$ cat config.mk
export PLATFORM = sky130hd
export DESIGN_NAME = reg_microsequencer
export DESIGN_NICKNAME = d
export VERILOG_FILES = /design/src/rtl/reg_seq_pkg.sv /design/src/rtl/reg_seq_step_rom.sv /design/src/rtl/reg_microsequencer.sv
export SDC_FILE = /design/constraint.sdc
export NUM_CORES = 1
export LEC_CHECK = 0
export BUFFER_PORTS_ARGS = -buffer_cell sky130_fd_sc_hd__buf_4
export CORE_MARGIN = 1.5
export CORE_UTILIZATION = 43
export CTS_CLUSTER_SIZE = 14
export DETAILED_ROUTE_END_ITERATION = 6
export GPL_ROUTABILITY_DRIVEN = 1
export SLEW_MARGIN = 0
export SYNTH_ARGS = -nofsm -noshare
export SYNTH_HDL_FRONTEND = slang
export SYNTH_SLANG_ARGS = --single-unit
$ cat constraint.sdc
create_clock -name clk -period 7.1 [get_ports clk]
set_input_delay 1.42 -clock clk [delete_from_list [all_inputs] [get_ports clk]]
set_output_delay 1.42 -clock clk [all_outputs]
set_load 0.01 [all_outputs]
$ cat src/rtl/reg_seq_pkg.sv
// rtl/reg_seq_pkg.sv - shared constants for the register-file micro-sequencer
// Purpose: opcode, ALU function, temp-register and FSM state encodings used by
//          reg_microsequencer and reg_seq_step_rom.
// Ports: none (package).
package reg_seq_pkg;

  // Macro opcodes; 5..7 are illegal.
  localparam logic [2:0] OP_MOVE   = 3'd0;
  localparam logic [2:0] OP_ALU    = 3'd1;
  localparam logic [2:0] OP_SWAP   = 3'd2;
  localparam logic [2:0] OP_SHIFTN = 3'd3;
  localparam logic [2:0] OP_CLEAR  = 3'd4;

  // ALU function selects.
  localparam logic [3:0] FS_PASS = 4'b0000;
  localparam logic [3:0] FS_ADD  = 4'b0010;
  localparam logic [3:0] FS_XOR  = 4'b1100;
  localparam logic [3:0] FS_SHL  = 4'b1101;

  // Temporary register used for SWAP/SHIFTN intermediates.
  localparam logic [3:0] TEMP_R8 = 4'd8;

  // FSM states.
  localparam logic [0:0] ST_IDLE = 1'b0;
  localparam logic [0:0] ST_EXEC = 1'b1;

  function automatic logic op_legal(input logic [2:0] op);
    return (op <= OP_CLEAR);
  endfunction

endpackage

$ cat src/rtl/reg_seq_step_rom.sv
// rtl/reg_seq_step_rom.sv - combinational micro-step decode for one macro op
// Purpose: maps (op, step index, last-step flag, fields) to the register
//          address controls for that micro-step.
// Ports:
//   op_i, step_i, last_i          : which micro-step of which op
//   dr_i, sa_i, sb_i, fs_i        : latched instruction fields
//   td_o, ta_o, tb_o              : temp-select for dest / A / B
//   dx_o, ax_o, bx_o              : temp indices (0 unless matching t* set)
//   dr_o, sa_o, sb_o              : field values driven for this step
//   fs_o                          : ALU function for this step
module reg_seq_step_rom
  import reg_seq_pkg::*;
#(
  parameter int FIELD_W = 3,
  parameter int TEMP_W  = 4,
  parameter int CNT_W   = 4
) (
  input  logic [2:0]         op_i,
  input  logic [CNT_W:0]     step_i,
  input  logic               last_i,
  input  logic [FIELD_W-1:0] dr_i,
  input  logic [FIELD_W-1:0] sa_i,
  input  logic [FIELD_W-1:0] sb_i,
  input  logic [3:0]         fs_i,
  output logic               td_o,
  output logic               ta_o,
  output logic               tb_o,
  output logic [TEMP_W-1:0]  dx_o,
  output logic [TEMP_W-1:0]  ax_o,
  output logic [TEMP_W-1:0]  bx_o,
  output logic [FIELD_W-1:0] dr_o,
  output logic [FIELD_W-1:0] sa_o,
  output logic [FIELD_W-1:0] sb_o,
  output logic [3:0]         fs_o
);

  localparam logic [TEMP_W-1:0] R8 = TEMP_W'(TEMP_R8);

  always_comb begin
    td_o = 1'b0;
    ta_o = 1'b0;
    tb_o = 1'b0;
    dx_o = '0;
    ax_o = '0;
    bx_o = '0;
    dr_o = dr_i;
    sa_o = sa_i;
    sb_o = sb_i;
    fs_o = FS_PASS;
    unique case (op_i)
      OP_MOVE: ;
      OP_ALU:  fs_o = fs_i;
      OP_CLEAR: begin
        // x xor x = 0, so both operands come from the destination itself.
        sa_o = dr_i;
        sb_o = dr_i;
        fs_o = FS_XOR;
      end
      OP_SWAP: begin
        if (step_i == '0) begin
          td_o = 1'b1;           // R8 <- R[SA]
          dx_o = R8;
        end else if (!last_i) begin
          dr_o = sa_i;           // R[SA] <- R[SB]
          sa_o = sb_i;
        end else begin
          dr_o = sb_i;           // R[SB] <- R8
          ta_o = 1'b1;
          ax_o = R8;
        end
      end
      OP_SHIFTN: begin
        if (step_i == '0) begin
          td_o = 1'b1;           // R8 <- R[SA]
          dx_o = R8;
        end else if (last_i) begin
          ta_o = 1'b1;           // R[DR] <- R8
          ax_o = R8;
        end else begin
          td_o = 1'b1;           // R8 <- shl R8
          ta_o = 1'b1;
          dx_o = R8;
          ax_o = R8;
          fs_o = FS_SHL;
        end
      end
      default: ;
    endcase
  end

endmodule

$ cat src/rtl/reg_microsequencer.sv
// rtl/reg_microsequencer.sv - multi-cycle micro-step controller for the register address path
// Purpose: accepts one macro instruction via valid/ready and emits one
//          registered set of register-select controls per micro-step.
// Ports:
//   clk, reset                    : clock, async active-high reset
//   start_valid/start_ready       : instruction handshake (ready only in IDLE)
//   op, dr_in, sa_in, sb_in       : opcode and register fields
//   fs_in, cnt_in                 : ALU function (ALU), shift count (SHIFTN)
//   dr, sa, sb                    : field values for the current step
//   td/ta/tb, dx/ax/bx            : temp selects and temp indices
//   rw, fs                        : write enable, ALU function
//   busy, done, err               : executing, sequence-finished pulse, illegal-op pulse
module reg_microsequencer
  import reg_seq_pkg::*;
#(
  parameter int FIELD_W = 3,
  parameter int TEMP_W  = 4,
  parameter int CNT_W   = 4
) (
  input  logic               clk,
  input  logic               reset,
  input  logic               start_valid,
  output logic               start_ready,
  input  logic [2:0]         op,
  input  logic [FIELD_W-1:0] dr_in,
  input  logic [FIELD_W-1:0] sa_in,
  input  logic [FIELD_W-1:0] sb_in,
  input  logic [3:0]         fs_in,
  input  logic [CNT_W-1:0]   cnt_in,
  output logic [FIELD_W-1:0] dr,
  output logic [FIELD_W-1:0] sa,
  output logic [FIELD_W-1:0] sb,
  output logic               td,
  output logic               ta,
  output logic               tb,
  output logic [TEMP_W-1:0]  dx,
  output logic [TEMP_W-1:0]  ax,
  output logic [TEMP_W-1:0]  bx,
  output logic               rw,
  output logic [3:0]         fs,
  output logic               busy,
  output logic               done,
  output logic               err
);

  // Index of the final micro-step; one extra counter bit so cnt=15 reaches 16.
  function automatic logic [CNT_W:0] last_idx(input logic [2:0] o, input logic [CNT_W-1:0] c);
    case (o)
      OP_SWAP:   return (CNT_W+1)'(2);
      OP_SHIFTN: return {1'b0, c} + (CNT_W+1)'(1);
      default:   return '0;
    endcase
  endfunction

  // Sequencer state and latched instruction.
  logic [0:0]         state_q, state_d;
  logic [CNT_W:0]     step_q, step_d;
  logic [2:0]         op_q, op_d;
  logic [FIELD_W-1:0] fdr_q, fdr_d, fsa_q, fsa_d, fsb_q, fsb_d;
  logic [3:0]         ffs_q, ffs_d;
  logic [CNT_W-1:0]   cnt_q, cnt_d;

  // Registered outputs.
  logic               rdy_q, rdy_d;
  logic [FIELD_W-1:0] odr_q, odr_d, osa_q, osa_d, osb_q, osb_d;
  logic               td_q, td_d, ta_q, ta_d, tb_q, tb_d;
  logic [TEMP_W-1:0]  dx_q, dx_d, ax_q, ax_d, bx_q, bx_d;
  logic               rw_q, rw_d, busy_q, busy_d, done_q, done_d, err_q, err_d;
  logic [3:0]         fs_q, fs_d;

  // ROM is fed with the step about to be emitted so outputs land one cycle later.
  logic               in_idle;
  logic [2:0]         rom_op;
  logic [CNT_W:0]     rom_step;
  logic [CNT_W-1:0]   rom_cnt;
  logic [FIELD_W-1:0] rom_dr_i, rom_sa_i, rom_sb_i;
  logic [3:0]         rom_fs_i;
  logic               rom_last;
  logic               r_td, r_ta, r_tb;
  logic [TEMP_W-1:0]  r_dx, r_ax, r_bx;
  logic [FIELD_W-1:0] r_dr, r_sa, r_sb;
  logic [3:0]         r_fs;
  logic               accept, at_last;

  assign in_idle  = (state_q == ST_IDLE);
  assign accept   = in_idle & start_valid & rdy_q;
  assign at_last  = (step_q == last_idx(op_q, cnt_q));
  assign rom_op   = in_idle ? op     : op_q;
  assign rom_cnt  = in_idle ? cnt_in : cnt_q;
  assign rom_dr_i = in_idle ? dr_in  : fdr_q;
  assign rom_sa_i = in_idle ? sa_in  : fsa_q;
  assign rom_sb_i = in_idle ? sb_in  : fsb_q;
  assign rom_fs_i = in_idle ? fs_in  : ffs_q;
  assign rom_step = in_idle ? '0     : step_q + (CNT_W+1)'(1);
  assign rom_last = (rom_step == last_idx(rom_op, rom_cnt));

  reg_seq_step_rom #(.FIELD_W(FIELD_W), .TEMP_W(TEMP_W), .CNT_W(CNT_W)) u_rom (
    .op_i  (rom_op),
    .step_i(rom_step),
    .last_i(rom_last),
    .dr_i  (rom_dr_i),
    .sa_i  (rom_sa_i),
    .sb_i  (rom_sb_i),
    .fs_i  (rom_fs_i),
    .td_o  (r_td),
    .ta_o  (r_ta),
    .tb_o  (r_tb),
    .dx_o  (r_dx),
    .ax_o  (r_ax),
    .bx_o  (r_bx),
    .dr_o  (r_dr),
    .sa_o  (r_sa),
    .sb_o  (r_sb),
    .fs_o  (r_fs)
  );

  always_comb begin
    state_d = state_q;
    step_d  = step_q;
    op_d    = op_q;
    fdr_d   = fdr_q;
    fsa_d   = fsa_q;
    fsb_d   = fsb_q;
    ffs_d   = ffs_q;
    cnt_d   = cnt_q;
    if (accept) begin
      op_d  = op;
      fdr_d = dr_in;
      fsa_d = sa_in;
      fsb_d = sb_in;
      ffs_d = fs_in;
      cnt_d = cnt_in;
    end
    // Idle-cycle output values; overwritten below when a step is emitted.
    rdy_d  = 1'b1;
    odr_d  = fdr_d;
    osa_d  = fsa_d;
    osb_d  = fsb_d;
    td_d   = 1'b0;
    ta_d   = 1'b0;
    tb_d   = 1'b0;
    dx_d   = '0;
    ax_d   = '0;
    bx_d   = '0;
    rw_d   = 1'b0;
    fs_d   = FS_PASS;
    busy_d = 1'b0;
    done_d = 1'b0;
    err_d  = 1'b0;
    if (in_idle) begin
      if (accept) begin
        if (op_legal(op)) begin
          state_d = ST_EXEC;
          step_d  = '0;
        end else begin
          err_d = 1'b1;
        end
      end
    end else if (at_last) begin
      state_d = ST_IDLE;
      done_d  = 1'b1;
    end else begin
      step_d = step_q + (CNT_W+1)'(1);
    end
    if (state_d == ST_EXEC) begin
      rdy_d  = 1'b0;
      busy_d = 1'b1;
      rw_d   = 1'b1;
      odr_d  = r_dr;
      osa_d  = r_sa;
      osb_d  = r_sb;
      td_d   = r_td;
      ta_d   = r_ta;
      tb_d   = r_tb;
      dx_d   = r_dx;
      ax_d   = r_ax;
      bx_d   = r_bx;
      fs_d   = r_fs;
    end
  end

  always_ff @(posedge clk or posedge reset) begin
    if (reset) begin
      state_q <= ST_IDLE;
      step_q  <= '0;
      op_q    <= '0;
      fdr_q   <= '0;
      fsa_q   <= '0;
      fsb_q   <= '0;
      ffs_q   <= '0;
      cnt_q   <= '0;
      rdy_q   <= 1'b1;
      odr_q   <= '0;
      osa_q   <= '0;
      osb_q   <= '0;
      td_q    <= 1'b0;
      ta_q    <= 1'b0;
      tb_q    <= 1'b0;
      dx_q    <= '0;
      ax_q    <= '0;
      bx_q    <= '0;
      rw_q    <= 1'b0;
      fs_q    <= '0;
      busy_q  <= 1'b0;
      done_q  <= 1'b0;
      err_q   <= 1'b0;
    end else begin
      state_q <= state_d;
      step_q  <= step_d;
      op_q    <= op_d;
      fdr_q   <= fdr_d;
      fsa_q   <= fsa_d;
      fsb_q   <= fsb_d;
      ffs_q   <= ffs_d;
      cnt_q   <= cnt_d;
      rdy_q   <= rdy_d;
      odr_q   <= odr_d;
      osa_q   <= osa_d;
      osb_q   <= osb_d;
      td_q    <= td_d;
      ta_q    <= ta_d;
      tb_q    <= tb_d;
      dx_q    <= dx_d;
      ax_q    <= ax_d;
      bx_q    <= bx_d;
      rw_q    <= rw_d;
      fs_q    <= fs_d;
      busy_q  <= busy_d;
      done_q  <= done_d;
      err_q   <= err_d;
    end
  end

  assign start_ready = rdy_q;
  assign dr   = odr_q;
  assign sa   = osa_q;
  assign sb   = osb_q;
  assign td   = td_q;
  assign ta   = ta_q;
  assign tb   = tb_q;
  assign dx   = dx_q;
  assign ax   = ax_q;
  assign bx   = bx_q;
  assign rw   = rw_q;
  assign fs   = fs_q;
  assign busy = busy_q;
  assign done = done_q;
  assign err  = err_q;

endmodule

### Word-level counts from Yosys, hierarchy flattened

Cells that the tools add are included.

| storage, ports and cells | value |
|---|---|
| register bits | 53 |
| output and inout bits | 33 |

| operators by class | value |
|---|---|
| $add $sub $neg | 3 |
| $lt $le $gt $ge | 1 |
| eq/ne operators | 9 |
| multiplexer cells | 61 |
| bitwise operators | 3 |
| reductions and logical operators | 4 |

Operators by type and width:

| kind | number |
|---|---|
| 2-to-1 mux 4 bit | 13 |
| 2-to-1 mux 3 bit | 16 |
| 2-to-1 mux 5 bit | 5 |
| case mux 5 bit (2 select lines) | 2 |
| 2-to-1 mux 1 bit | 19 |
| case mux 4 bit (2 select lines) | 2 |
| == test 3 x 2 -> 1 bit, second input constant | 4 |
| case mux 4 bit (3 select lines) | 1 |
| adder 4 x 1 -> 5 bit, second input constant | 2 |
| == test 5 bit | 2 |
| case mux 3 bit (2 select lines) | 1 |
| adder 5 x 1 -> 5 bit, second input constant | 1 |
| zero test 5 bit | 1 |
| case mux 1 bit (2 select lines) | 2 |
| nonzero test 2 bit | 2 |
| == test 3 x 1 -> 1 bit, second input constant | 1 |
| == test 3 bit, second input constant | 1 |
| <= comparator 3 bit, second input constant | 1 |
| AND reduction 3 bit | 1 |
| AND 1 bit | 2 |
| != test 2 bit, second input constant | 1 |
| NOT 1 bit | 1 |

### Logic depth before layout (Yosys ltp)

Gate-level depths: netlist of the first run.

| logic depth | value |
|---|---|
| depth in word-level cells | 8 |
| mapped depth | 13 |
| depth with buffers taken out | 9 |

### Cells and area by module

From an unflattened synthesis of the first run, not the netlist that was laid out.

| unflattened totals | value |
|---|---|
| cells, all modules | 385 |
| area, all modules | 3,766.1 µm² |

Modules (own cells, without submodules):

| module | instances | cells each | area an instance (µm²) | seq. area each (µm²) |
|---|---|---|---|---|
| reg_microsequencer | 1 | 318 | 3,304.4 | 1,427.6 |
| reg_seq_step_rom | 1 | 67 | 461.7 | 0.0 |

### Least setup slack after synthesis of the first run

No wires, ideal clock.

| path | value |
|---|---|
| path type | in2reg |
| start point | input cnt_in[0] |
| end point | register odr_q[0], in the netlist dr[0] |
| setup time | 87 ps |
| arrival | 3,423 ps |
| required time | 7,013 ps |
| setup slack | 3,591 ps |
| stages on the path | 9 |
| path buffers | 0 |
| path through | mux2_2 > ha_1 > xnor2_1 > nor3_1 > or4_4 > a32oi_2 > nand3_2 > mux2i_1 > a211oi_2 |

| between the ends | value |
|---|---|
| cells in the longest elaborated chain, start to end | 8 |

RTL lines:

| what | RTL line | RTL |
|---|---|---|
| start: declaration | reg_microsequencer.sv:29 | `input logic [CNT_W-1:0] cnt_in,` |
| 2-to-1 mux 4 bit | reg_microsequencer.sv:89 | `assign rom_cnt = in_idle ? cnt_in : cnt_q;` |
| adder 4 x 1 -> 5 bit | reg_microsequencer.sv:50 | `OP_SHIFTN: return {1'b0, c} + (CNT_W+1)'(1);` |
| case mux 5 bit (2 select lines) | reg_microsequencer.sv:48 | `case (o)` |
| == test 5 bit | reg_microsequencer.sv:95 | `assign rom_last = (rom_step == last_idx(rom_op, rom_cnt));` |
| 2-to-1 mux 3 bit | reg_seq_step_rom.sv:63 | `end else if (!last_i) begin` |
| 2-to-1 mux 3 bit | reg_seq_step_rom.sv:60 | `if (step_i == '0) begin` |
| 2-to-1 mux 3 bit | reg_seq_step_rom.sv:50 | `unique case (op_i)` |
| 2-to-1 mux 3 bit | reg_microsequencer.sv:165 | `if (state_d == ST_EXEC) begin` |
| named net odr_d[0] | reg_microsequencer.sv:65 | `logic [FIELD_W-1:0] odr_q, odr_d, osa_q, osa_d, osb_q, osb_d;` |
| end signal: assignment | reg_microsequencer.sv:217 | `odr_q <= odr_d;` |
| end: declaration | reg_microsequencer.sv:65 |  |

The timed path passes the listed nets, and every way through them passes these cells.
A chain may end at the register's enable or synchronous reset.

### Worst setup path in the final report of the first run

| path | value |
|---|---|
| start point | input cnt_in[0] |
| end point | register odr_q[1], in the netlist dr[1] |

The elaborated chain is that of the path after synthesis.

==> reports/qor_table.md, run 1 <==
| Group | Parameter | Reported |
|---|---|---|
| outcome | Outcome | complete, but fails checks |
| outcome | Failing checks | design-rule violations |
| yosys | Top cell type's share of synthesized area | 36.97% |
| worst setup path | Classification of the worst setup path | primary input to flip-flop |
| clock network | Number of gates resized after CTS | 0 |
| yosys | Total of warnings raised by yosys | 0 |
| clock network | Hold Buf Count CTS | 0 |
| detailed routing | DR DRC count | 5 |
| yosys | Top area cells in the synthesized netlist | sky130_fd_sc_hd__dfrtp_1 (37%), sky130_fd_sc_hd__mux2_2 (12%), sky130_fd_sc_hd__mux2i_1 (5.8%) |
| global routing | Initial antenna violation count | 0 |
| layout | Post-layout instance count excluding filler cells | 402 |
| timing | Final count of pins violating max slew | 0 |
| clock network | Count of clock tree sinks | 44 |
| yosys | Number of register bits inferred by synthesis | 44 |
| worst setup path | Critical path's slowest cell | sky130_fd_sc_hd__or4_4 |
| worst setup path | R2R setup slack | 4.30 ns |
| placement | Placed insts | 394 |
| floorplanning | Area of the placeable core | 6459 µm² |
| detailed routing | Via count | 2,213 |
| worst setup path | Critical path required time | 7.32 ns |
| yosys | Synthesized area per cell | 10.00 µm² |
| detailed routing | Routed vias/inst | 5.505 |
| min path | Min-delay worst type | flip-flop to flip-flop |
| yosys | Post-synth EDFFs | 0 |
| worst setup path | WP data arrival | 3.75 ns |
| timing | Unrepaired setup endpoints after global routing | false |
| worst setup path | R2R cell count | 6 |
| clock network | CTS root buffer | sky130_fd_sc_hd__clkbuf_8 |
| timing | Endpoints failing hold | 0 |
| clock network | Number of buffers inserted to repair setup after CTS | 0 |
| yosys | Library cell with the largest summed area after synthesis | sky130_fd_sc_hd__dfrtp_1 |
| timing | Maximum clock skew at final layout | 0.01094 ns |
| yosys | Top_reg_cell synth | sky130_fd_sc_hd__dfrtp_1 |
| worst setup path | Reg2Reg Launch Point | busy |
| worst setup path | Kind of cell adding the most delay to the critical path | simple AND/OR/NAND/NOR gates |
| placement | Port bufs | 44 |
| yosys | Synth Instances | 291 |
| clock network | Clock latency on the worst-skew pair | 0.30 ns |
| worst setup path | Critical Path, Cell by Cell | buf_4, mux2_2, ha_1, xnor2_1, nor3_1, or4_4, a32oi_2, nand3_2, mux2i_1, a211oi_2 |
| min path | Worst min-delay path endpoint | ffs_q[2] |
| power | Static leakage | 1.503 nW |
| floorplanning | Horizontal die dimension | 85.27 µm |
| clock network | Number of CTS-inserted buffers | 5 |
| worst setup path | Reg2Reg Capture Point | sa[0] |
| yosys | Most instantiated library cell after synthesis | sky130_fd_sc_hd__dfrtp_1 |
| layout | Growth of design area from synthesis to finish | 13.89% |
| global routing | Remaining global-route overflow | 0 |
| floorplanning | Overall die height | 85.27 µm |
| placement | HPWL after detailed placement | 4608 µm |
| min path | Worst Hold Path Cells | 1 |
| global routing | Overall routing resource usage | 18.59% |
| clock network | Clk slew on worst S/H paths | 0.09 ns |
| timing | Slew at the pin closest to its max-slew limit | 1.143 ns |
| global routing | Pin count of the biggest net entering global routing | 45 |
| timing | Total negative slack for setup checks | 0 ns |
| worst setup path | Kind of end point of the critical path | flip-flop |
| timing | Total of endpoints with negative setup slack in the final report | 0 |
| yosys | Most numerous cell types in the synthesized netlist | sky130_fd_sc_hd__dfrtp_1 (43), sky130_fd_sc_hd__mux2_2 (32), sky130_fd_sc_hd__nor2_1 (23), sky130_fd_sc_hd__buf_4 (17), sky130_fd_sc_hd__mux2i_1 (17) |
| timing | Final hold slack | 0.5118 ns |
| worst setup path | Highest fanout seen on the critical path | 5 |
| worst setup path | Count of buffer and inverter cells on the critical path | 1 |
| yosys | Post-synthesis cell area | 2910 µm² |
| yosys | Synth async-reset ratio | 100.0% |
| detailed routing | Number of detailed-route iterations in the first pass | 6 |
| timing | Worst-case headroom to the max-slew limit | 23.58% |
| floorplanning | Effective utilization at floorplan | 45.06% |
| timing | Fraction of the cycle the final worst path needs | 49.74% |
| worst setup path | Type of origin of the critical path | primary input |
| global routing | Number of global-route vias before repair | 2,119 |
| clock network | Maximum clock insertion buffer count | 2 |
| yosys | Share of synthesized area occupied by flip-flops and latches | 37.88% |
| detailed routing | DRT iter0 DRCs | 108 |
| global routing | Global-route wire length before repair | 10,690 µm |
| job | Max-Cap Viols | 0 |
| min path | Source of the worst hold timing path | ffs_q[2] |
| layout | Fraction of layout instances using a drive strength above 1 | 32.31% |
| layout | Share of the core filled with cells in the final layout | 51.32% |
| placement | Final GP Congestion | 0.8219 |
| floorplanning | Count of boundary I/O pins | 56 |
| detailed routing | Drt wl/cell | 15.95 µm |
| worst setup path | Max stage delay on crit path | 0.48 ns |
| clock network | CTS tree | done |
| timing | Final period demand of the worst path | 3.531 ns |
| power | Power density over the cells | 446.0 nW/µm² |
| floorplanning | Rows | 29 |
| timing | Max frequency | 283.2 MHz |
| detailed routing | Detail Route Antenna Nets | 0 |
| layout | # diodes | 0 |
| layout | Total Nets Final | 350 |
| power | Peak supply drop | 0.0001628 V |
| detailed routing | Wire length after detailed routing | 6412 µm |
| floorplanning | Die Footprint | 7271 µm² |
| clock network | CTS HTree Levels | 2 |
| yosys | Distinct cell type count of the synthesized netlist | 60 |
[report_power, final]
part | internal (mW) | total [mW] | switching, mW | leakage, nW
clock network | 0.115 | 0.206 | 0.0910 | 0.0614
logic | 0.381 | 0.818 | 0.437 | 0.904
registers | 0.362 | 0.454 | 0.0927 | 0.537
[registers in the layout, indices dropped and copies added, names as in the netlist, 4 cells and up]
signal / flops
step_q: 5
fs: 4
cnt_q: 4
ffs_q: 4
[per-stage QoR]
| stage | cell area (µm²) | power (mW) | worst slack [ns] |
|---|---|---|---|
| after floorplan | 2948 | 1.084 | 3.591 |
| after global placement | 3193 | 1.269 | 3.308 |
| after detailed placement | 3193 | 1.276 | 3.273 |
| after CTS | 3314 | 1.487 | 3.565 |
| after global routing | 3314 | 1.593 | 3.484 |
| final | 3314 | 1.478 | 3.569 |
[cell type report]
cell class,instances,area (µm²)
inverters,10,40.04
multi-input cells,218,1617
fillers,610,3144
flip-flops and latches,44,1102
repair buffers,45,337.8
clock inverters,2,38.79
clock buffers,6,82.58
well taps,77,96.34
[per-layer routing]
| layer | vias to the layer above | routed length (µm) | share of wire (%) | track usage (%) |
|---|---|---|---|---|
| met5 | - | 0 | 0 | 0 |
| met4 | 0 | 61 | 0.95 | 5.865 |
| met3 | 6 | 332 | 5.2 | 3.113 |
| met2 | 61 | 2832 | 44 | 28.57 |
| met1 | 1060 | 3185 | 50 | 26.83 |
| li1 | 1086 | - | - | - |
[layout by cell type (no fill, tap or decap), types with 2 or more instances in the layout]
cell type	instances
sky130_fd_sc_hd__a211oi_2	3
sky130_fd_sc_hd__a21oi_1	12
sky130_fd_sc_hd__a221o_1	2
sky130_fd_sc_hd__a22oi_1	4
sky130_fd_sc_hd__a2bb2oi_1	2
sky130_fd_sc_hd__and3b_1	2
sky130_fd_sc_hd__buf_4	45
sky130_fd_sc_hd__clkbuf_8	6
sky130_fd_sc_hd__conb_1	11
sky130_fd_sc_hd__dfrtp_1	43
sky130_fd_sc_hd__ha_1	3
sky130_fd_sc_hd__inv_1	8
sky130_fd_sc_hd__mux2_2	32
sky130_fd_sc_hd__mux2i_1	17
sky130_fd_sc_hd__nand2_1	16
sky130_fd_sc_hd__nand2b_1	3
sky130_fd_sc_hd__nand3_1	6
sky130_fd_sc_hd__nand3_2	2
sky130_fd_sc_hd__nand3b_1	2
sky130_fd_sc_hd__nand4_1	2
sky130_fd_sc_hd__nand4b_1	2
sky130_fd_sc_hd__nor2_1	23
sky130_fd_sc_hd__nor2b_1	7
sky130_fd_sc_hd__nor3_1	8
sky130_fd_sc_hd__o21ai_0	13
sky130_fd_sc_hd__o22ai_1	6
sky130_fd_sc_hd__o32ai_1	2
sky130_fd_sc_hd__or3_1	3
sky130_fd_sc_hd__xnor2_1	5
sky130_fd_sc_hd__xor2_1	5
[cell families (layout without fill, tap and decap cells)]
kind of cell | Yosys count | count (layout) | share of synthesized area (%)
other cells | 1 | 11 | 0.1289
xor+xnor | 12 | 12 | 4.342
compound gates | 54 | 54 | 13.03
fa+ha+maj | 3 | 3 | 1.290
flops | 44 | 44 | 37.88
simple gates | 88 | 88 | 16.77
buf+inv | 39 | 63 | 7.868
mux | 50 | 50 | 18.70
[worst max path at each step]
stage          cells past startpoint  endpoint  startpoint
2_1_floorplan                      9     dr[0]   cnt_in[0]
3_3_place_gp                      10     sa[2]   cnt_in[0]
6_report                          10     dr[1]   cnt_in[0]
5_1_grt                           10     dr[2]   cnt_in[0]
4_1_cts                           10     dr[1]   cnt_in[0]
3_5_place_dp                      10     dr[1]   cnt_in[0]
(Power assumes the default switching activity.)
==> inputs of run 2 (changes only) <==
--- a/config.mk
+++ b/config.mk
@@ -5,6 +5,7 @@
 export SDC_FILE = /design/constraint.sdc
 export NUM_CORES = 1
 export LEC_CHECK = 0
+export ABC_AREA = 1
 export BUFFER_PORTS_ARGS = -buffer_cell sky130_fd_sc_hd__buf_4
 export CORE_MARGIN = 1.5
 export CORE_UTILIZATION = 43
==> constraint.sdc (replaced) <==
create_clock -name clk -period 3.3 [get_ports clk]
set_input_delay 0.66 -clock clk [delete_from_list [all_inputs] [get_ports clk]]
set_output_delay 0.66 -clock clk [all_outputs]
set_load 0.01 [all_outputs]
==> run 2 against run 1 <==
Compared with the run above:
- the flow now finishes without violations
- via count is 15% higher
- worst hold slack worse by 0.074 ns
- synthesized cell count grew 35%
- sequential power up 96%
- power is 100% higher
==> reports/qor_table.md, run 2 <==
| Group | Parameter | Reported |
|---|---|---|
| yosys | Post-synth EDFFs | 0 |
| yosys | Top_reg_cell synth | sky130_fd_sc_hd__dfrtp_1 |
| placement | Port bufs | 44 |
| global routing | Number of global-route vias before repair | 2,355 |
| worst setup path | Type of origin of the critical path | flip-flop |
| detailed routing | Drt wl/cell | 13.46 µm |
| outcome | Outcome | complete, no violations |
| power | Combinational cell fraction of total power | 53.4% |
| yosys | Top area cells in the synthesized netlist | sky130_fd_sc_hd__dfrtp_1 (38%), sky130_fd_sc_hd__nand2_1 (17%), sky130_fd_sc_hd__inv_1 (5.4%) |
| layout | Max FFs per register | 5 |
| layout | Growth of design area from synthesis to finish | 15.87% |
| global routing | Initial antenna violation count | 0 |
| global routing | Global-route wire length before repair | 11,550 µm |
| global routing | Remaining global-route overflow | 0 |
| worst setup path | Reg2Reg Launch Point | busy |
| yosys | Most numerous cell types in the synthesized netlist | sky130_fd_sc_hd__nand2_1 (131), sky130_fd_sc_hd__dfrtp_1 (43), sky130_fd_sc_hd__inv_1 (41), sky130_fd_sc_hd__nand3_1 (30), sky130_fd_sc_hd__o21ai_0 (27) |
| clock network | Clk slew on worst S/H paths | 0.09 ns |
| clock network | CTS tree | done |
| worst setup path | Highest fanout seen on the critical path | 25 |
| placement | Placed inst area | 3157 µm² |
| clock network | Number of CTS-inserted buffers | 5 |
| global routing | Overall routing resource usage | 20.59% |
| timing | Max frequency | 395.5 MHz |
| detailed routing | Number of detailed-route iterations in the first pass | 5 |
| yosys | Share of synthesized area occupied by flip-flops and latches | 38.83% |
| power | Share of power burned in registers | 29.8% |
| timing | Total negative slack for setup checks | 0 ns |
| yosys | Synth Instances | 394 |
| layout | Share of the core filled with cells in the final layout | 51.80% |
| timing | Endpoints failing hold | 0 |
| yosys | Library cell with the largest summed area after synthesis | sky130_fd_sc_hd__dfrtp_1 |
| layout | Most frequent standard cell in the layout excluding fill and tap cells | sky130_fd_sc_hd__nand2_1 |
| yosys | Top cell type's share of synthesized area | 37.90% |
| clock network | Count of clock tree sinks | 44 |
| floorplanning | Count of boundary I/O pins | 56 |
| layout | Total Nets Final | 460 |
| detailed routing | Wire length after detailed routing | 6894 µm |
| clock network | Hold Buf Count CTS | 0 |
| detailed routing | Routed vias/inst | 4.953 |
| clock network | Number of buffers inserted to repair setup after CTS | 0 |
| power | Peak supply drop | 0.0003755 V |
| clock network | Maximum clock insertion buffer count | 2 |
| timing | Maximum clock skew at final layout | 0.01058 ns |
| timing | Final count of pins violating max slew | 0 |
| power | Power density over the cells | 907.3 nW/µm² |
| floorplanning | Overall die height | 84.26 µm |
| layout | Biggest register | step_q |
| floorplanning | Horizontal die dimension | 84.26 µm |
| timing | Final period demand of the worst path | 2.529 ns |
| min path | Min-delay worst type | primary input to async pin |
| placement | HPWL after detailed placement | 5085 µm |
| power | Static leakage | 1.752 nW |
| detailed routing | DRT iter0 DRCs | 130 |
| timing | Total of endpoints with negative setup slack in the final report | 0 |
| worst setup path | R2R cell count | 8 |
| yosys | Total of warnings raised by yosys | 0 |
| power | Power dissipated by switching net loads | 1.355 mW |
| layout | Final Instance Area | 3289 µm² |
| worst setup path | Classification of the worst setup path | flip-flop to flip-flop |
| timing | Unrepaired setup endpoints after global routing | false |
| detailed routing | Detail Route Antenna Nets | 0 |
| layout | Final-layout fill cell count | 615 |
| clock network | Clock latency on the worst-skew pair | 0.31 ns |
| layout | Fraction of layout instances using a drive strength above 1 | 20.92% |
| yosys | Synth async-reset ratio | 100.0% |
| clock network | CTS root buffer | sky130_fd_sc_hd__clkbuf_8 |
| worst setup path | Reg2Reg Capture Point | step_q[2] |
| placement | Final GP Congestion | 0.9262 |
| job | Max-Cap Viols | 0 |
| yosys | Post-synthesis cell area | 2839 µm² |
| floorplanning | Effective utilization at floorplan | 44.71% |
| worst setup path | R2R setup slack | 0.77 ns |
| power | Internal power summed over all cells | 1.629 mW |
| clock network | Number of gates resized after CTS | 0 |
| timing | Worst-case headroom to the max-slew limit | 38.22% |
| floorplanning | Area of the placeable core | 6350 µm² |
| layout | Most frequent cells in the layout | sky130_fd_sc_hd__nand2_1 (131), sky130_fd_sc_hd__buf_4 (48), sky130_fd_sc_hd__dfrtp_1 (43) |
| power | Clock Power Share | 16.8% |
| floorplanning | Rows | 29 |
| yosys | Most instantiated library cell after synthesis | sky130_fd_sc_hd__nand2_1 |
| floorplanning | Die Footprint | 7099 µm² |
| worst setup path | Kind of end point of the critical path | flip-flop |
| detailed routing | DR DRC count | 0 |
| detailed routing | Via count | 2,536 |
| yosys | Number of register bits inferred by synthesis | 44 |
| timing | Fraction of the cycle the final worst path needs | 76.63% |
| yosys | Distinct cell type count of the synthesized netlist | 34 |
| global routing | Pin count of the biggest net entering global routing | 34 |
| worst setup path | Critical path required time | 3.48 ns |
| worst setup path | WP data arrival | 2.71 ns |
| power | Net switching fraction of the power | 45.41% |
| layout | # diodes | 0 |
| yosys | Synthesized area per cell | 7.206 µm² |
| timing | Slew at the pin closest to its max-slew limit | 0.9209 ns |
| clock network | CTS HTree Levels | 2 |
-- run 2: changes by cell type after synthesis, sizes merged, moves of 9 or more --
| cell | delta |
|---|---|
| or2 | +9 |
| o21ai | +18 |
| inv | +34 |
| nand2 | +123 |
| mux2i | -15 |
| mux2 | -32 |
| nand3 | +25 |
-- run 2: metal layers --
layer,vias to the layer above,GRT usage (%),share of wire (%)
met2,66,33.60,46
met4,0,4.471,0.80
li1,1297,-,-
met5,-,0,0
met1,1169,28.88,48
met3,4,3.441,5.1
-- run 2: worst max-delay path by stage --
| stage | from | end | slack [ns] | cells after the start |
|---|---|---|---|---|
| 6_report | busy | step_q[2] | 0.77 | 8 |
| 5_1_grt | busy | step_q[4] | 0.49 | 8 |
| 4_1_cts | busy | step_q[2] | 0.76 | 8 |
| 3_5_place_dp | busy | step_q[4] | 0.80 | 8 |
| 3_3_place_gp | cnt_in[0] | fs[2] | 0.85 | 16 |
| 2_1_floorplan | busy | sa[0] | 1.20 | 17 |
-- run 2: worst max-delay path, cell delays in order, from the launching register on --
cell                       delay (ns)
sky130_fd_sc_hd__dfrtp_1         0.40
sky130_fd_sc_hd__inv_2           0.36
sky130_fd_sc_hd__nand3_4         0.37
sky130_fd_sc_hd__clkinv_1        0.13
sky130_fd_sc_hd__nand2_1         0.18
sky130_fd_sc_hd__nand2_1         0.58
sky130_fd_sc_hd__inv_2           0.20
sky130_fd_sc_hd__nand2_1         0.09
sky130_fd_sc_hd__o21ai_0         0.08
-- run 2: area by class of cell --
class | instances | area [µm²] | share of cell area, %
multi-input combinational | 290 | 1429 | 43.44
inverter | 45 | 168.9 | 5.135
sequential | 44 | 1102 | 33.51
clock inverter | 2 | 60.06 | 1.826
clock buffer | 6 | 72.57 | 2.206
timing repair buffer | 48 | 360.3 | 10.95
tap | 77 | 96.34 | 2.929
-- run 2: per-stage QoR --
stage                     cells  worst slack, ns  power [mW]  hold slack [ns]
after floorplan             404            1.198       2.076           0.4487
after global placement      504           0.8460       2.485           0.4634
after detailed placement    504           0.7953       2.490           0.4747
after CTS                   512           0.7617       2.997           0.4625
after global routing        512           0.4878       3.255           0.4893
final                       512           0.7712       2.984           0.4380
-- run 2: power groups by stage --
stage	Combinational, mW	Clock [mW]	Sequential [mW]
after floorplan	1.15	0	0.923
after global placement	1.59	0	0.895
after detailed placement	1.59	0	0.897
after CTS	1.60	0.508	0.890
after global routing	1.81	0.530	0.919
final	1.59	0.502	0.889
-- run 2: cells by family after synthesis --
family / after synthesis / share of synthesized area (%)
adder cells (fa/ha/maj): 3 / 1.322
flip-flops: 44 / 38.83
AO/OA/AOI/OAI: 48 / 9.388
multiplexers: 3 / 1.058
XOR/XNOR: 4 / 1.234
AND/OR/NAND/NOR: 221 / 35.87
buffers and inverters: 70 / 12.16
other: 1 / 0.1321
